$ cat src/rtl/add_seq_pkg.sv
// Shared definitions for the byte-serial adder sequencer: FSM state encodings
// and small helpers used by add_seq.
package add_seq_pkg;

   typedef logic [1:0] state_t;

   localparam state_t ST_IDLE = 2'd0;
   localparam state_t ST_ADD  = 2'd1;
   localparam state_t ST_DONE = 2'd2;

   // The sequencer reports busy from the first ADD cycle through DONE.
   function automatic logic state_is_busy(input state_t s);
      return (s == ST_ADD) || (s == ST_DONE);
   endfunction

endpackage

$ cat src/rtl/rc_adder8.sv
// Existing 8-bit ripple-carry adder datapath; one full-adder cell per bit with
// the carry chained from bit 0 to bit 7.
module rc_adder8 (
   input  logic [7:0] A,
   input  logic [7:0] B,
   input  logic       Cin,
   output logic       Cout,
   output logic [7:0] S
);

   logic [8:0] c;

   assign c[0] = Cin;

   for (genvar i = 0; i < 8; i++) begin : g_fa
      assign S[i]   = A[i] ^ B[i] ^ c[i];
      assign c[i+1] = (A[i] & B[i]) | (c[i] & (A[i] ^ B[i]));
   end

   assign Cout = c[8];

endmodule

$ cat src/rtl/add_seq.sv
// Byte-serial NBYTES-wide adder built around one shared rc_adder8.
// Optional subtract mode is enabled by defining ADD_SEQ_SUB_EN.
module add_seq
   import add_seq_pkg::*;
#(
   parameter  int NBYTES = 4,
   localparam int W      = 8 * NBYTES
) (
   input  logic         clk,
   input  logic         rst,
   input  logic         start,
   input  logic         cin,
`ifdef ADD_SEQ_SUB_EN
   input  logic         sub,
`endif
   input  logic [W-1:0] a,
   input  logic [W-1:0] b,
   output logic         busy,
   output logic         done,
   output logic [W-1:0] sum,
   output logic         cout
);

   localparam int           CW   = $clog2(NBYTES + 1);
   localparam logic [CW-1:0] LAST = CW'(NBYTES - 1);

   state_t         state;
   logic [W-1:0]   a_reg;
   logic [W-1:0]   b_reg;
   logic [W-1:0]   res_reg;
   logic           carry;
   logic [CW-1:0]  count;

   logic [W-1:0]   b_load;
   logic           c_load;
   logic [7:0]     add_s;
   logic           add_co;

   // Subtraction is a + ~b + 1, so only the B operand and the initial carry change.
   // NOTE: every signal written here gets a default first so no latch is inferred.
   always_comb begin
      b_load = b;
      c_load = cin;
`ifdef ADD_SEQ_SUB_EN
      if (sub) begin
         b_load = ~b;
         c_load = 1'b1;
      end
`endif
   end

   rc_adder8 u_adder (
      .A    (a_reg[7:0]),
      .B    (b_reg[7:0]),
      .Cin  (carry),
      .Cout (add_co),
      .S    (add_s)
   );

   // NOTE: sequential state uses non-blocking assignments so all flops update together.
   always_ff @(posedge clk or posedge rst) begin
      if (rst) begin
         state   <= ST_IDLE;
         a_reg   <= '0;
         b_reg   <= '0;
         res_reg <= '0;
         carry   <= 1'b0;
         count   <= '0;
         done    <= 1'b0;
         sum     <= '0;
         cout    <= 1'b0;
      end else begin
         done <= 1'b0;
         case (state)
            ST_IDLE: begin
               if (start) begin
                  a_reg <= a;
                  b_reg <= b_load;
                  carry <= c_load;
                  count <= '0;
                  state <= ST_ADD;
               end
            end
            ST_ADD: begin
               // Each byte sum enters at the top, so after NBYTES shifts byte 0 sits at the bottom.
               a_reg   <= a_reg >> 8;
               b_reg   <= b_reg >> 8;
               res_reg <= (res_reg >> 8) | (W'(add_s) << (W - 8));
               carry   <= add_co;
               count   <= count + CW'(1);
               if (count == LAST) begin
                  state <= ST_DONE;
               end
            end
            ST_DONE: begin
               sum   <= res_reg;
               cout  <= carry;
               done  <= 1'b1;
               state <= ST_IDLE;
            end
            default: begin
               state <= ST_IDLE;
            end
         endcase
      end
   end

   assign busy = state_is_busy(state);

endmodule

$ cat config.mk
export PLATFORM = sky130hd
export DESIGN_NAME = add_seq
export DESIGN_NICKNAME = d
export VERILOG_FILES = /design/src/rtl/add_seq_pkg.sv /design/src/rtl/rc_adder8.sv /design/src/rtl/add_seq.sv
export SDC_FILE = /design/constraint.sdc
export NUM_CORES = 1
export LEC_CHECK = 0
export CAP_MARGIN = 20
export CORE_MARGIN = 3
export CORE_UTILIZATION = 40
export CTS_BUF_LIST = sky130_fd_sc_hd__clkbuf_8
export CTS_CLUSTER_SIZE = 20
export DETAILED_ROUTE_END_ITERATION = 10
export PLACE_DENSITY = 0.74
export SYNTH_ARGS = -nofsm -noshare
export SYNTH_HDL_FRONTEND = slang
export SYNTH_SLANG_ARGS = --single-unit
$ cat constraint.sdc
create_clock -name clk -period 5.97 [get_ports clk]
set_input_delay 0.597 -clock clk [delete_from_list [all_inputs] [get_ports clk]]
set_output_delay 0.597 -clock clk [all_outputs]
set_load 0.02 [all_outputs]
==> impl_results.md, run 1 <==
- Clock sink total: 136
- Clock network fraction of total power: 17.1%
- CP required: 6340 ps
- Die Height: 132 um
- CP arrival: 4130 ps
- Port Buf Inserts: 102
- Count leader, synth: dfrtp_1
- Drt via density: 5.60
- Share of cells above drive strength 1: 22.3%
- Nets: 688
- Gr busiest metal: met2
- Register area: 3400 sq um
- Comb power frac: 46.7%
- # fillers: 1304
- Unique cell type count in the Yosys netlist: 38
- DR DRC count: 0
- Crit. End Element: flip-flop
- FMAX: 266 MHz
- Async set-reset flop share out of synthesis: 100%
- Met2 GRT Util: 28.1%
- Sequential share of power: 36.2%
- Total number of vias: 4654
- Antenna violations before repair: 0
- Die area: 17400 sq um
- Root Buffer: clkbuf_8
- HP Class: reg2reg
- Power per cell area: 612 nW/um^2
- Synthesis warning total: 0
- Iter 0 DRT Violations: 387
- Area leader, netlist: dfrtp_1
- Skew-Pair Late Insertion Delay: 450 ps
- GPL Wtd Cong: 0.809
- Top cells by area, synth: dfrtp_1 54%, mux2_2 11%, o22ai_1 2.9%
- Die W: 132 um
- Final hold vios: 0
- All-layer global routing usage: 17.9%
- Final setup TNS: 0 ps
- Cts bufs inserted: 17
- H-tree depth: 4
- Max_slew headroom: 32.6%
- Power Internal: 2890 uW
- Met3 Usage GRT: 4.62%
- Gate Count Post-Synth: 525
- Syn nets: 606
- Antenna viol nets, final: 0
- Status: finished clean
- R2R Setup Slk: 2210 ps
- Top cells by count, synth: 136 x dfrtp_1, 63 x mux2_2, 39 x nor2_1
- Final WL: 15200 um
- Boundary Pins: 103
- Final Max Slew Viols: 0
- Setup slack after layout: 2210 ps
- Global route total overflow: 0
- Cell Rows: 45
- Total chip power: 4780 uW
- Dpl hpwl: 10100 um
- Post-synthesis sequential area ratio: 53.7%
- Multi-input logic area: 2550 sq um
- Post-synth top area share: 53.7%
- Fin crit share: 63.0%
- Final setup violation count: 0
- VDD IR max: 0.000371 V
- Effective utilization at floorplan: 41.3%
- Clk slew on worst S/H paths: 70 ps
- Syn Area/Cell: 12.1 sq um
- Number of global-route vias before repair: 4853
- Post-synth EDFFs: 0
- Max-cap viol count: 0
- Time the worst path needs with I/O delays and setup: 3760 ps
- Setup repair bufs after CTS: 0
- Global routing usage on met1: 24.2%
- Lkg Pwr: 0.00319 uW
- Min Hold Slack: 503 ps
- Mapped Area: 6340 sq um
- Synth-to-layout area growth: 23.2%
- CP max FO: 3
- CORE AREA: 15400 sq um
- Worst slack at placement: 2210 ps
- RSZ-0062 raised after global routing: false
- Ys flop type: dfrtp_1
- Initial DRT Pass Iterations: 5
- CTS resizes: 0
- Diodes inserted: 0
- # hold bufs at CTS: 0
- Avg WL per Cell: 18.2 um
- Largest net degree at the start of global routing: 81
- CTS tree: yes
- Skew final: 15.2 ps
- Clock Tree Buf Depth: 2
- Register bit count reported by yosys: 136
- Crit path launch type: flip-flop
- Switching share of total power: 39.6%
- First-pass GRT wire length: 25300 um
- Worst setup path category: reg2reg
- Worst-Margin Slew: 1010 ps
- Switch Pwr: 1890 uW
final cells by class:
cell class	instances	share of cell area (%)
Clock inverter	13	2.16
Multi-Input combinational cell	320	32.6
Inverter	23	1.17
Clock buffer	19	3.35
Tap cell	211	3.38
Timing Repair Buffer	109	13.7
Sequential cell	136	43.6
metrics by stage:
step / utilization [%] / std cells / cell area [sq um]
after floorplan: - / 525 / 6340
after global placement: 48.0 / 799 / 7380
after detailed placement: 48.0 / 799 / 7380
after CTS: 50.8 / 831 / 7810
after global routing: 50.8 / 831 / 7810
final: 50.8 / 831 / 7810
path summary, 6_finish.rpt:
path	cells past startpoint	end	startpoint
max in group asynchronous	3	a_reg[30]$_DFFE_PP0P_	rst
worst min register to register	1	count[0]$_DFFE_PP0P_	count[0]$_DFFE_PP0P_
worst max register to register	12	res_reg[31]$_DFFE_PP0P_	a_reg[0]$_DFFE_PP0P_
worst max-delay path	12	res_reg[31]$_DFFE_PP0P_	a_reg[0]$_DFFE_PP0P_
worst min-delay path	1	count[0]$_DFFE_PP0P_	count[0]$_DFFE_PP0P_
min in group asynchronous	2	res_reg[21]$_DFFE_PP0P_	rst
layer usage:
metal / wire, um / up-vias
met5: 0 / -
met4: 244 / 0
met3: 958 / 23
met2: 7240 / 191
met1: 6720 / 2343
li1: - / 2097
layout by cell type, fill, tap and decap left out, types with 11 or more instances in the layout:
cell	instances
inv_1	21
clkdlybuf4s50_1	102
a22oi_1	12
clkbuf_8	19
dfrtp_1	136
nand3_1	22
o21ai_0	24
nor3_1	12
o221a_2	16
nor2_1	39
o22ai_1	29
nand2_1	12
a32oi_1	11
and3b_1	16
mux2_2	63
a211oi_1	11
power groups by stage:
stage / Sequential (uW) / Clock, uW / Combinational (uW)
floorplan: 1770 / 0 / 1600
global placement: 1710 / 0 / 2140
detailed placement: 1750 / 0 / 2230
CTS: 1730 / 828 / 2240
global route: 1790 / 866 / 2450
finish: 1730 / 816 / 2230
worst max-delay path, cell delays in order (launching register included):
cell and delay (ps):
dfrtp_1 410, fa_1 420, inv_1 70, fa_1 170
inv_1 60, fa_1 380, fa_1 410, fa_1 390
fa_1 380, fa_1 370, inv_1 80, fa_1 400
a21oi_1 140
kinds of logic after synthesis:
| family | synth area share [%] |
|---|---|
| adders and majority gates | 3.51 |
| AOI/OAI and AO/OA | 16.1 |
| DFF | 53.7 |
| buffers and inverters | 6.29 |
| and+or+nand+nor | 9.23 |
| muxes | 11.2 |
Power figures use the tool's default switching activity.
==> run 2: changes to the inputs <==
- clock period: 5.97 -> 3.7 ns (I/O delays scaled with it)
==> run 2 against run 1 <==
  * Die area stayed put
  * Critical path depth stayed put
  * Clock skew is 3.6 ps lower
  * Clock power is 59% higher
  * Core utilization is 0.31 points higher
  * Critical path type unchanged
==> impl_results.md, run 2 (synthesis results as in run 1) <==
- Lkg Pwr: 0.00320 uW
- Global route total overflow: 0
- Antenna viol nets, final: 0
- Final WL: 15300 um
- Cts bufs inserted: 17
- DR DRC count: 0
- CORE AREA: 15400 sq um
- # hold bufs at CTS: 0
- Setup slack after layout: 150 ps
- Crit path buf inv count: 3
- Multi-input logic area: 2560 sq um
- Fin crit share: 96.0%
- Worst setup path category: reg2reg
- Die area: 17400 sq um
- GPL Wtd Cong: 0.816
- HP Class: in2async
- Worst slack at placement: -36.2 ps
- Worst path slowest cell: dfrtp_1
- Total number of vias: 4668
- All-layer global routing usage: 17.9%
- Root Buffer: clkbuf_8
- Top delay family on crit path: adder cells
- First-pass GRT wire length: 25100 um
- Avg WL per Cell: 18.4 um
- Core Util, Final: 51.1%
- CTS tree: yes
- Worst-Margin Slew: 964 ps
- Max_slew headroom: 35.7%
- Final cell area excluding filler cells: 7860 sq um
- H-tree depth: 4
- Diodes inserted: 0
- Initial DRT Pass Iterations: 5
- Setup repair bufs after CTS: 0
- Antenna violations before repair: 0
- # fillers: 1313
- Time the worst path needs with I/O delays and setup: 3550 ps
- Worst path max stage delay: 420 ps
- CP dominant cell by count: fa_2
- Post-Place Cell Area: 7420 sq um
- Crit path launch type: flip-flop
- Die W: 132 um
- Drt via density: 5.60
- Die Height: 132 um
- Boundary Pins: 103
- Layout Cells excl Fill: 833
- Clock Tree Buf Depth: 2
- Largest net degree at the start of global routing: 67
- Status: finished clean
- VDD IR max: 0.000583 V
- Most common cell after layout, fill and taps aside: dfrtp_1
- Cell Rows: 45
- Skew-Pair Late Insertion Delay: 450 ps
- Nets: 690
- Skew final: 11.7 ps
- Clk slew on worst S/H paths: 80 ps
- CP required: 4070 ps
- Effective utilization at floorplan: 41.3%
- Port Buf Inserts: 102
- CP arrival: 3920 ps
- Crit. End Element: flip-flop
- Cell count along the critical path: 12
- Min Hold Slack: 463 ps
- Register area: 3400 sq um
- Clock sink total: 136
- FMAX: 282 MHz
- Max-cap viol count: 0
- Power per cell area: 984 nW/um^2
- Final hold vios: 0
- CP max FO: 2
- Number of global-route vias before repair: 4820
- Synth-to-layout area growth: 23.9%
- # placed instances: 801
- Share of cells above drive strength 1: 23.5%
- Most frequent cells in the layout: 136 x dfrtp_1, 102 x clkdlybuf4s50_1, 63 x mux2_2
- Final Max Slew Viols: 0
- Dpl hpwl: 10100 um
- Iter 0 DRT Violations: 419
- RSZ-0062 raised after global routing: false
- Critical-path cell list: fa_2 -> inv_1 -> fa_1 -> inv_1 -> fa_2 -> fa_2 -> fa_2 -> fa_2 -> fa_1 -> inv_1 -> fa_1 -> a21oi_1
- Worst-case reg-to-reg path depth: 12
- Final setup violation count: 0
[run 2: changes by cell type in the layout (fill, tap and decap cells not counted)]
| cell | before | now |
|---|---|---|
| buf_12 | 0 | 2 |
| ha_2 | 2 | 3 |
| clkinv_4 | 3 | 1 |
| clkinv_2 | 1 | 4 |
| clkbuf_8 | 19 | 20 |
| fa_1 | 8 | 3 |
| ha_1 | 3 | 2 |
| clkinvlp_4 | 4 | 5 |
| inv_6 | 3 | 0 |
| fa_2 | 0 | 5 |
[run 2: worst paths after layout]
path                            slack (ps)                       to            startpoint
max in group asynchronous             2460    a_reg[30]$_DFFE_PP0P_                   rst
worst max-delay path                   150  res_reg[31]$_DFFE_PP0P_  a_reg[0]$_DFFE_PP0P_
worst max register to register         150  res_reg[31]$_DFFE_PP0P_  a_reg[0]$_DFFE_PP0P_
min in group clk                       490    b_reg[17]$_DFFE_PP0P_                 b[17]
worst min-delay path                   460       sum[6]$_DFFE_PP0P_                   rst
worst min register to register         510      sum[29]$_DFFE_PP0P_   sum[29]$_DFFE_PP0P_
[run 2: cell type report]
cell class	count	area share (%)
clock inverter	12	1.89
inverter	23	1.15
multi-input combinational	320	32.6
sequential	136	43.3
clock buffer	20	3.50
timing repair buffer	111	14.2
tap	211	3.36
[run 2: what timing repair did]
action,CTS,global route
endpoints found under the setup margin,1,1
cloned,0,0
pin swaps,0,2
resized for setup,2,3
[run 2: layer usage]
layer / vias to the layer above / global-route usage, % / share of wire [%]
met1: 2344 / 24.1 / 43
li1: 2107 / - / -
met3: 27 / 3.63 / 6.3
met2: 190 / 27.9 / 48
met4: 0 / 8.40 / 2.4
met5: - / 0 / 0
[run 2: where the power goes]
| part | switching, uW | internal, uW | leakage, uW | total (uW) |
|---|---|---|---|---|
| registers | 545 | 2250 | 0.00162 | 2790 |
| logic | 1910 | 1730 | 0.00137 | 3640 |
| clock network | 588 | 715 | 0.000207 | 1300 |
| total | 3040 | 4700 | 0.00320 | 7740 |
[run 2: stage by stage]
step / setup TNS [ps] / power [uW]
2_1_floorplan: 0 / 5440
3_3_place_gp: 0 / 6240
3_5_place_dp: -36.2 / 6440
4_1_cts: 0 / 7760
5_1_grt: 0 / 8300
6_report: 0 / 7740
